### src/rtl/particle_pkg.sv
// Shared definitions for the particle renderer: frame-buffer size,
// coordinate type, FSM state encoding and an on-grid helper.
package particle_pkg;

   localparam int FB_DIM = 16;

   typedef logic signed [31:0] coord_t;

   typedef enum logic [2:0] {
      IDLE,
      CAPTURE,
      CLEAR,
      PLOT,
      WAIT_VS,
      SWAP
   } state_t;

   // True when a coordinate lands inside 0..FB_DIM-1 (signed compare).
   function automatic logic on_grid(input coord_t c);
      return (c >= 0) && (c < FB_DIM);
   endfunction

endpackage

### src/rtl/particle_row_scan.sv
// Display row scanner: holds each row for SCAN_DIV cycles, wraps 15->0,
// and flags the very last cycle of row 15 (vsync) so the renderer can
// swap buffers exactly as the scan returns to row 0.
module particle_row_scan
   import particle_pkg::*;
#(
   parameter int SCAN_DIV = 1024
) (
   input  logic       clk,
   input  logic       reset,
   output logic [3:0] row_sel,
   output logic [3:0] row_next,
   output logic       vsync
);

   localparam int DIV_W = (SCAN_DIV > 1) ? $clog2(SCAN_DIV) : 1;

   logic [DIV_W-1:0] div_reg;
   logic [3:0]       row_reg;
   logic             terminal;

   assign terminal = (div_reg == DIV_W'(SCAN_DIV - 1));
   assign row_next = terminal ? row_reg + 4'd1 : row_reg;
   assign vsync    = terminal && (row_reg == 4'(FB_DIM - 1));
   assign row_sel  = row_reg;

   // Free-running divider and row counter, never gated by the renderer.
   always_ff @(posedge clk) begin
      if (reset) begin
         div_reg <= '0;
         row_reg <= '0;
      end else begin
         div_reg <= terminal ? '0 : div_reg + 1'b1;
         row_reg <= row_next;
      end
   end

endmodule

### src/rtl/particle_render.sv
// Double-buffered 16x16 particle renderer. A frame request captures the
// four particle positions, clears the back buffer, plots one particle per
// cycle, then waits for the end of the scan to copy back->front.
// Optional feature macro: PARTICLE_TRAIL_EN (clear loads back from front,
// fully zeroing only on every 8th frame).
module particle_render
   import particle_pkg::*;
#(
   parameter int NUM_P    = 4,
   parameter int SCAN_DIV = 1024
) (
   input  logic        clk,
   input  logic        reset,
   input  logic        frame_req,
   input  coord_t      x0,
   input  coord_t      x1,
   input  coord_t      x2,
   input  coord_t      x3,
   input  coord_t      y0,
   input  coord_t      y1,
   input  coord_t      y2,
   input  coord_t      y3,
   output logic [3:0]  row_sel,
   output logic [15:0] col_data,
   output logic        busy,
   output logic        frame_done,
   output logic [2:0]  clip_cnt
);

   localparam logic [2:0] LAST_P = 3'(NUM_P - 1);

   state_t      state_reg, state_next;
   coord_t      cap_x [0:3];
   coord_t      cap_y [0:3];
   logic [15:0] back_reg  [0:FB_DIM-1];
   logic [15:0] front_reg [0:FB_DIM-1];
   logic [15:0] col_data_reg;
   logic [2:0]  pidx_reg;
   logic [2:0]  clip_acc_reg;
   logic [2:0]  clip_cnt_reg;
   logic [3:0]  row_next;
   logic        vsync;
`ifdef PARTICLE_TRAIL_EN
   logic [2:0]  frame_cnt_reg;
`endif

   coord_t      px, py;
   logic        p_hit;
   logic [3:0]  p_row, p_col;

   particle_row_scan #(.SCAN_DIV(SCAN_DIV)) u_scan (
      .clk      (clk),
      .reset    (reset),
      .row_sel  (row_sel),
      .row_next (row_next),
      .vsync    (vsync)
   );

   // Particle being plotted this cycle; y is flipped so positive y is up.
   assign px    = cap_x[pidx_reg[1:0]];
   assign py    = cap_y[pidx_reg[1:0]];
   assign p_hit = on_grid(px) && on_grid(py);
   assign p_row = 4'(FB_DIM - 1) - py[3:0];
   assign p_col = px[3:0];

   assign col_data = col_data_reg;
   assign clip_cnt = clip_cnt_reg;

   // FSM state register.
   always_ff @(posedge clk) begin
      if (reset) state_reg <= IDLE;
      else       state_reg <= state_next;
   end

   // FSM next-state and status outputs; requests outside IDLE are dropped.
   always_comb begin
      state_next = state_reg;
      busy       = 1'b1;
      frame_done = 1'b0;
      case (state_reg)
         IDLE: begin
            busy = 1'b0;
            if (frame_req) state_next = CAPTURE;
         end
         CAPTURE: state_next = CLEAR;
         CLEAR:   state_next = PLOT;
         PLOT:    if (pidx_reg == LAST_P) state_next = WAIT_VS;
         WAIT_VS: if (vsync) state_next = SWAP;
         SWAP: begin
            frame_done = 1'b1;
            state_next = IDLE;
         end
         default: begin
            busy       = 1'b0;
            state_next = IDLE;
         end
      endcase
   end

   // Snapshot of particle positions so later input changes cannot leak in.
   always_ff @(posedge clk) begin
      if (reset) begin
         for (int i = 0; i < 4; i++) begin
            cap_x[i] <= '0;
            cap_y[i] <= '0;
         end
      end else if (state_reg == CAPTURE) begin
         cap_x[0] <= x0;  cap_y[0] <= y0;
         cap_x[1] <= x1;  cap_y[1] <= y1;
         cap_x[2] <= x2;  cap_y[2] <= y2;
         cap_x[3] <= x3;  cap_y[3] <= y3;
      end
   end

   // Back buffer drawing: one-cycle clear, then one particle per cycle.
   always_ff @(posedge clk) begin
      if (reset) begin
         for (int r = 0; r < FB_DIM; r++) back_reg[r] <= '0;
         pidx_reg     <= '0;
         clip_acc_reg <= '0;
      end else begin
         case (state_reg)
            CLEAR: begin
               pidx_reg     <= '0;
               clip_acc_reg <= '0;
               for (int r = 0; r < FB_DIM; r++) begin
`ifdef PARTICLE_TRAIL_EN
                  back_reg[r] <= (frame_cnt_reg == 3'd7) ? 16'h0000 : front_reg[r];
`else
                  back_reg[r] <= 16'h0000;
`endif
               end
            end
            PLOT: begin
               pidx_reg <= pidx_reg + 3'd1;
               if (p_hit) back_reg[p_row][p_col] <= 1'b1;
               else       clip_acc_reg <= clip_acc_reg + 3'd1;
            end
            default: ;
         endcase
      end
   end

   // Presentation side: buffer swap, clip count and frame counter.
   always_ff @(posedge clk) begin
      if (reset) begin
         for (int r = 0; r < FB_DIM; r++) front_reg[r] <= '0;
         clip_cnt_reg <= '0;
`ifdef PARTICLE_TRAIL_EN
         frame_cnt_reg <= '0;
`endif
      end else if (state_reg == SWAP) begin
         for (int r = 0; r < FB_DIM; r++) front_reg[r] <= back_reg[r];
         clip_cnt_reg <= clip_acc_reg;
`ifdef PARTICLE_TRAIL_EN
         frame_cnt_reg <= frame_cnt_reg + 3'd1;
`endif
      end
   end

   // Column register tracks next cycle's front row so it always matches
   // row_sel, including the cycle right after a swap.
   always_ff @(posedge clk) begin
      if (reset)                   col_data_reg <= '0;
      else if (state_reg == SWAP)  col_data_reg <= back_reg[row_next];
      else                         col_data_reg <= front_reg[row_next];
   end

endmodule

### config.mk
export PLATFORM = sky130hd
export DESIGN_NAME = particle_render
export DESIGN_NICKNAME = d
export VERILOG_FILES = /design/src/rtl/particle_pkg.sv /design/src/rtl/particle_row_scan.sv /design/src/rtl/particle_render.sv
export SDC_FILE = /design/constraint.sdc
export NUM_CORES = 1
export LEC_CHECK = 0
export BUFFER_PORTS_ARGS = -buffer_cell sky130_fd_sc_hd__buf_2
export CAP_MARGIN = 20
export CORE_ASPECT_RATIO = 1.1
export CORE_MARGIN = 1
export CORE_UTILIZATION = 43
export CTS_CLUSTER_DIAMETER = 80
export DETAILED_ROUTE_END_ITERATION = 6
export HOLD_SLACK_MARGIN = 0.05
export SYNTH_ARGS = -nofsm -noshare
export SYNTH_HDL_FRONTEND = slang
export SYNTH_HIERARCHICAL = 1
export SYNTH_SLANG_ARGS = --single-unit
### constraint.sdc
create_clock -name clk -period 12.1 [get_ports clk]
set_input_delay 2.42 -clock clk [delete_from_list [all_inputs] [get_ports clk]]
set_output_delay 2.42 -clock clk [all_outputs]
set_load 0.1 [all_outputs]
* Word-level counts from Yosys, hierarchy flattened
Memory sizes are Yosys's and may differ from the RTL's. A register that Yosys moved wholly into a read port is not among the register bits.
Index checks and enable logic that the tools add are counted.
** Storage, ports and cells
- Register bits after elaboration :: 42
- Memory bits (writable) :: 768
- Input bits :: 259
- Logic and storage cells :: 160
- Memories kept :: 4
** Memory list
- back_reg :: words 16, bits a word 16, read ports 17, clocked after Yosys merged registers in 0, wr ports 16, RTL line particle_render.sv:35 : logic [15:0] back_reg [0:FB_DIM-1];
- front_reg :: words 16, bits a word 16, read ports 1, clocked after Yosys merged registers in 0, wr ports 16, RTL line particle_render.sv:36 : logic [15:0] front_reg [0:FB_DIM-1];
- cap_x :: words 4, bits a word 32, read ports 1, clocked after Yosys merged registers in 1, wr ports 4, RTL line particle_render.sv:33 : coord_t cap_x [0:3];
- cap_y :: words 4, bits a word 32, read ports 1, clocked after Yosys merged registers in 1, wr ports 4, RTL line particle_render.sv:34 : coord_t cap_y [0:3];
** Cells by class
- $add $sub $neg :: 5
- $lt $le $gt $ge :: 6
- Eq/ne operators :: 12
- Muxes and demuxes :: 74
- Bitwise operators :: 40
- Reductions and logical operators :: 12
** Operator list (count)
- two-way mux 16 bit :: 36
- two-way mux 32 bit :: 8
- >= comparator 32 x 1 -> 1 bit, second input constant :: 2
- < comparator 32 x 6 -> 1 bit, second input constant :: 2
- OR 1 bit :: 40
- two-way mux 1 bit :: 16
- OR reduction 16 bit :: 1
- one-hot mux 3 bit (5 select lines) :: 1
- two-way mux 3 bit :: 4
- one-hot mux 3 bit (2 select lines) :: 2
- adder 10 x 1 -> 10 bit, second input constant :: 1
- equality test 10 bit, second input constant :: 1
- equality test 3 x 2 -> 1 bit, second input constant :: 3
- two-way mux 2 bit :: 4
- two-way mux 4 bit :: 2
- adder 3 x 1 -> 3 bit, second input constant :: 2
- equality test 3 bit, second input constant :: 2
- inequality test 2 bit, second input constant :: 3
- logical AND 1 bit :: 5
- < comparator 4 x 5 -> 1 bit, second input constant :: 1
- OR reduction 5 bit :: 1
- adder 4 x 1 -> 4 bit, second input constant :: 1
- demux 1 bit (select 4 bit) :: 1
- equality test 4 bit, second input constant :: 1
- other kinds (9) :: 9

* Longest topological paths before layout
Gate-level depths: netlist of run 1.
- Depth after elaboration :: 9
- Mapped depth :: 11

* Cells and area by module
The synthesis of run 1 kept the hierarchy.
** Modules (own cells, without submodules)
- particle_render :: instances 1, cells each 2466, area each 32745.2 µm², sequential area each 21100.2 µm²
- particle_row_scan :: instances 1, cells each 80, area each 740.7 µm², sequential area each 280.3 µm²

* Worst setup path before layout of run 1
Ideal clock, no wire load.
- Path type :: input -> register
- Start point :: input port reset
- End point :: memory front_reg[0][0] (enable)
- Arrival :: 7.164 ns
- Required time :: 10.143 ns
- Slack :: 2.978 ns
- Stages on the path :: 4
- Buffers on the path :: 2
- Cells stage by stage :: inv_1 > clkbuf_1 > clkbuf_1 > nand2_1
** RTL lines
- start, declared :: RTL line particle_render.sv:13 : input logic reset,
- end, declared :: RTL line particle_render.sv:36

==> results of run 1 <==
-- cells by family (layout without fill, tap and decap cells) --
family | Yosys count | after routing | synth area share, %
xor+xnor | 6 | 6 | 0.157
simple gates | 1012 | 1012 | 16.6
flops | 812 | 812 | 63.8
compound gates | 313 | 313 | 4.85
mux | 175 | 175 | 11.5
fa+ha+maj | 5 | 5 | 0.187
other cells | 0 | 10 | 0
buf+inv | 223 | 485 | 2.82
-- stage by stage --
step | hold slack, ns | setup WS, ns | area (sq um) | utilization (%)
after floorplan | 0.431 | 2.98 | 33500 | -
after global placement | 0.444 | 5.58 | 35600 | 46.6
after detailed placement | 0.457 | 5.43 | 35700 | 46.6
after CTS | 0.465 | 6.09 | 38400 | 50.2
after global routing | 0.485 | 5.79 | 38600 | 50.4
final | 0.462 | 6.03 | 38600 | 50.4
-- routing by layer --
| layer | share of wire [%] | wire length (um) |
|---|---|---|
| met1 | 41 | 33100 |
| met2 | 50 | 39900 |
| met3 | 5.9 | 4750 |
| met4 | 2.6 | 2100 |
| met5 | 0.040 | 32 |
-- path summary, 6_finish.rpt --
kind / slack, ns / depth (start not counted) / to / start
setup / recovery: 6.03 / 5 / front_reg[3][3] / reset
hold / removal: 0.46 / 2 / back_reg[6][11] / back_reg[6][11]
setup reg to reg: 7.44 / 9 / col_data[3] / u_scan/div_reg[0]
hold reg to reg: 0.46 / 2 / back_reg[6][11] / back_reg[6][11]
-- final cells by class --
cell class / instances / area, sq um
diodes: 10 / 25.0
repair buffers: 321 / 1850
multi-input cells: 1511 / 11200
well taps: 1026 / 1280
flip-flops and latches: 812 / 21400
clock buffers: 123 / 2490
fillers: 6695 / 38000
inverters: 8 / 40.0
clock inverters: 33 / 270
-- power by group --
part	switching [uW]	internal [uW]
Clock	1060	1500
Sequential	33.9	3070
Combinational	230	96.8
-- worst reg2reg max path, stage by stage (launching register included) --
cell and delay, ns:
dfxtp_1 0.41, ha_1 0.26, and4_4 0.27, and3_1 0.39
mux2_4 0.89, buf_4 1.05, mux4_2 0.48, mux4_2 0.46
nand2_1 0.08, a21oi_1 0.15
-- cells in the final DEF (no fill, tap or decap), types with 6 or more instances in the layout --
master     count
edfxtp_1     512
and3_1       420
nand2_1      326
dfxtp_1      299
buf_2        282
o21ai_0      259
mux4_2       166
nor2b_1      105
clkbuf_16     89
nor4_1        46
a21oi_1       34
nor2_1        31
buf_4         30
nand4_1       26
clkbuf_1      20
clkinv_1      15
clkbuf_8      14
nand3_1       11
diode_2       10
nor3_1        10
clkinv_2       9
nand4_4        7
inv_1          6
nand2b_1       6
==> flow_summary.yaml, run 1 <==
finish:
  area_growth_syn_to_layout_pct: 15.2
  final_nets: 3002
  drive_gt1_share_pct: 22.7
  stdcell_count: 3844
floorplanning:
  initial_core_util_pct: 43.8
  num_rows: 106
  die_area_sq_um: 79000
  ios: 284
  coreArea_sq_um: 76500
  die_x_um: 268
  die_h_um: 295
clock_network:
  clockBufferDepth: 3
  ctsHoldBuffers: 0
  clk_latency_ns: 0.62
  htree_num_levels: 3
  cts_root_buf: "clkbuf_16"
  cts_tree: "done"
  cts-buffers-inserted: 84
  ctsResizeCount: 0
  postCtsSetupBuffers: 0
  clk_pin_slew_worst_paths_ns: 0.06
  cts_sinks: 812
setup_path:
  crit_top_cell: "buf_4"
  path_delay_family: "buffers and inverters"
  worst-path-buf-inv: 4
  cp.required_ns: 12.32
  crit_path_end_kind: "flip-flop"
  cp_max_fo: 186
  start_kind: "primary input"
  crit_type: "in -> reg"
  crit_chain: "buf_4 > buf_4 > inv_8 > nand2_4 > buf_12"
  critPathArrivalTime_ns: 6.29
  crit_path_top_delay_cell: "buf_4"
  slowest_delay_ns: 0.92
pwr:
  power.density_nw_per_um2: 155
  max-vdd-ir-drop_uv: 98.4
  total_power_uw: 5990
  power.leakage_uw: 0.0151
synth:
  synth_edf_count: 512
  synth_ff_type: "edfxtp_1"
  syn_nets: 2810
  avgSynthCellArea_sq_um: 13.2
  netlist.area_leader.share_pct: 45.9
  ys_seq_area_share_pct: 63.8
  yosys.cell_count.top_type: "edfxtp_1"
  yosys-top-cells-count: "edfxtp_1 (512), and3_1 (420), nand2_1 (327), dfxtp_1 (300), o21ai_0 (259)"
  netlist_area_sq_um: 33500
  async_flop_share_pct: 0
  netlist_instances: 2546
  synth_top_area_cell: "edfxtp_1"
  yosysWarnings: 6
  synthTopCellsByArea: "edfxtp_1 (46%), dfxtp_1 (18%), mux4_2 (11%)"
  ys_ff_latch: 812
  synth.distinct_cells: 56
hold_path:
  hp-class: "reg -> reg"
timing:
  worst_pin_slew_ns: 1.17
  period_share_pct: 50.2
  fin_worst_skew_ns: 0.0248
  fin_crit_ns: 6.07
  slew_violations: 0
  tns_ns: 0
  hold_viol: 0
  max-slew-margin-rel_pct: 22.1
  grt_setup_unrepaired: "no"
  fmaxAchievable_mhz: 165
  finalSetupViolations: 0
run:
  maxCapViolCount: 0
drt:
  ant_nets: 0
  dr.pass1.iters: 5
  viasPerCell: 5.50
  wl_per_cell_um: 20.8
  drt_wl_total_um: 79900
  detail_route.iter0.violations: 1630
  num_vias: 21100
  drc: 0
global_routing:
  met2_usage_pct: 35.2
  antenna_found_initial: 15
  grt.overflow.total: 0
  track_usage_pct: 20.5
  grt_util_met3_pct: 3.84
  grt_util_met1_pct: 25.9
  grt_pass1_vias: 21300
  busiest_layer: "met2"
  grt_max_degree: 257
  grt_first_pass_wirelength_um: 123000
place:
  place_hpwl_um: 46600
  port_buffers: 283
  dp_cells: 3673
  place.gp.congestion: 0.784
status:
  status: "finished, final reports clean"
Note: power is estimated with default switching activity, not from simulation.
==> run 2, diff against run 1 <==
==> constraint.sdc (replaced) <==
create_clock -name clk -period 6.2 [get_ports clk]
set_input_delay 1.24 -clock clk [delete_from_list [all_inputs] [get_ports clk]]
set_output_delay 1.24 -clock clk [all_outputs]
set_load 0.1 [all_outputs]
==> flow_summary.yaml, run 2 (same netlist as run 1, synthesis figures left out) <==
timing:
  slew_violations: 0
  fin_worst_skew_ns: 0.0196
  tns_ns: 0
  period_share_pct: 69.3
  max-slew-margin-rel_pct: 21.8
  hold_ws_ns: 0.456
  finalSetupViolations: 0
  fmaxAchievable_mhz: 233
  grt_setup_unrepaired: "no"
  hold_viol: 0
  worst_pin_slew_ns: 1.17
  fin_crit_ns: 4.30
clock_network:
  postCtsSetupBuffers: 0
  clk_pin_slew_worst_paths_ns: 0.06
  cts_sinks: 812
  cts_tree: "done"
  ctsHoldBuffers: 0
  clk_latency_ns: 0.63
  cts_root_buf: "clkbuf_16"
  clockBufferDepth: 3
  cts-buffers-inserted: 82
  htree_num_levels: 3
  ctsResizeCount: 0
hold_path:
  hold_depth: 2
  hp-start: "back_reg[14][8]"
  min_to: "back_reg[14][8]"
  hp-class: "reg -> reg"
global_routing:
  grt_first_pass_wirelength_um: 124000
  antenna_found_initial: 11
  grt.overflow.total: 0
  grt_max_degree: 258
  track_usage_pct: 20.6
  grt_pass1_vias: 21000
pwr:
  power.density_nw_per_um2: 302
  max-vdd-ir-drop_uv: 173
  power.leakage_uw: 0.0151
finish:
  drive_gt1_share_pct: 22.6
  final_nets: 2998
  mostFrequentLayoutCell: "edfxtp_1"
  final_cell_mix: "edfxtp_1 (512), and3_1 (420), nand2_1 (326), dfxtp_1 (299), buf_2 (282)"
  fillers: 6603
  area_growth_syn_to_layout_pct: 15.1
place:
  port_buffers: 283
  place_hpwl_um: 48800
  place.gp.congestion: 0.776
floorplanning:
  die_h_um: 295
  die_area_sq_um: 79000
  ios: 284
  coreArea_sq_um: 76500
  initial_core_util_pct: 43.8
  num_rows: 106
  die_x_um: 268
setup_path:
  critPathArrivalTime_ns: 3.06
  cp_max_fo: 46
  r2r_cells: 7
  r2r-end: "back_reg[14][1]"
  cp.required_ns: 4.96
  crit_path_end_kind: "primary output"
  crit_type: "reg -> out"
  rrSetupSlack_ns: 2.15
  start_kind: "flip-flop"
drt:
  ant_nets: 0
  drt_wl_total_um: 80900
  wl_per_cell_um: 21.1
  detail_route.iter0.violations: 1637
  viasPerCell: 5.51
  drc: 0
  dr.pass1.iters: 7
  num_vias: 21100
run:
  maxCapViolCount: 0
status:
  status: "finished, final reports clean"
==> run 2: changes by cell type in the layout (fill, tap and decap cells not counted), sizes merged <==
cell,change
diode,-7
clkinv,-4
inv,+3
buf,-2
clkbuf,+2
clkinvlp,-2
bufinv,-1
==> run 2: how the worst max path moves through the flow <==
stage            startpoint              end  cells past startpoint  slack [ns]
6_report       state_reg[2]       frame_done                      4        1.90
5_1_grt        state_reg[2]       frame_done                      4        1.74
3_3_place_gp      flip-flop   back_reg[3][8]                      7        2.18
2_1_floorplan         reset      cap_x[0][0]                      4        0.49
4_1_cts        state_reg[2]       frame_done                      4        1.82
3_5_place_dp      flip-flop  back_reg[15][4]                      7        2.14
==> run 2: where the power goes <==
group / leakage [uW] / switching (uW) / internal, uW
Clock: 0.00133 / 2070 / 2850
Combinational: 0.00603 / 456 / 189
Sequential: 0.00778 / 71.4 / 5980
==> run 2: layer usage <==
metal,GRT usage (%),share of wire (%)
met3,3.53,6.2
met1,26.6,41
met4,6.27,2.2
met2,35.3,50
met5,0,0.094
==> run 2: critical path, stage by stage, from the launching register on <==
cell	delay [ns]
dfxtp_1	0.50
nor2b_1	0.22
nand2_1	0.57
inv_4	0.59
buf_2	0.55
==> run 2: cell type report <==
type	instances	area [sq um]	share of cell area [%]
Sequential cell	812	21400	55.5
Timing Repair Buffer	319	1900	4.92
Inverter	8	40.0	0.104
Antenna cell	3	7.51	0.0195
Tap cell	1026	1280	3.33
Multi-Input combinational cell	1511	11200	29.1
Clock inverter	29	231	0.601
Clock buffer	125	2470	6.42
==> run 2: metrics by stage <==
step / util, % / setup WS (ns) / instance area, sq um / power, uW / instances
2_1_floorplan: - / 0.487 / 33500 / 6550 / 2546
4_1_cts: 50.3 / 1.82 / 38500 / 11700 / 3828
5_1_grt: 50.4 / 1.74 / 38500 / 12000 / 3832
3_3_place_gp: 46.6 / 2.18 / 35700 / 6790 / 3670
3_5_place_dp: 46.8 / 2.14 / 35800 / 6830 / 3674
6_report: 50.4 / 1.90 / 38500 / 11600 / 3833
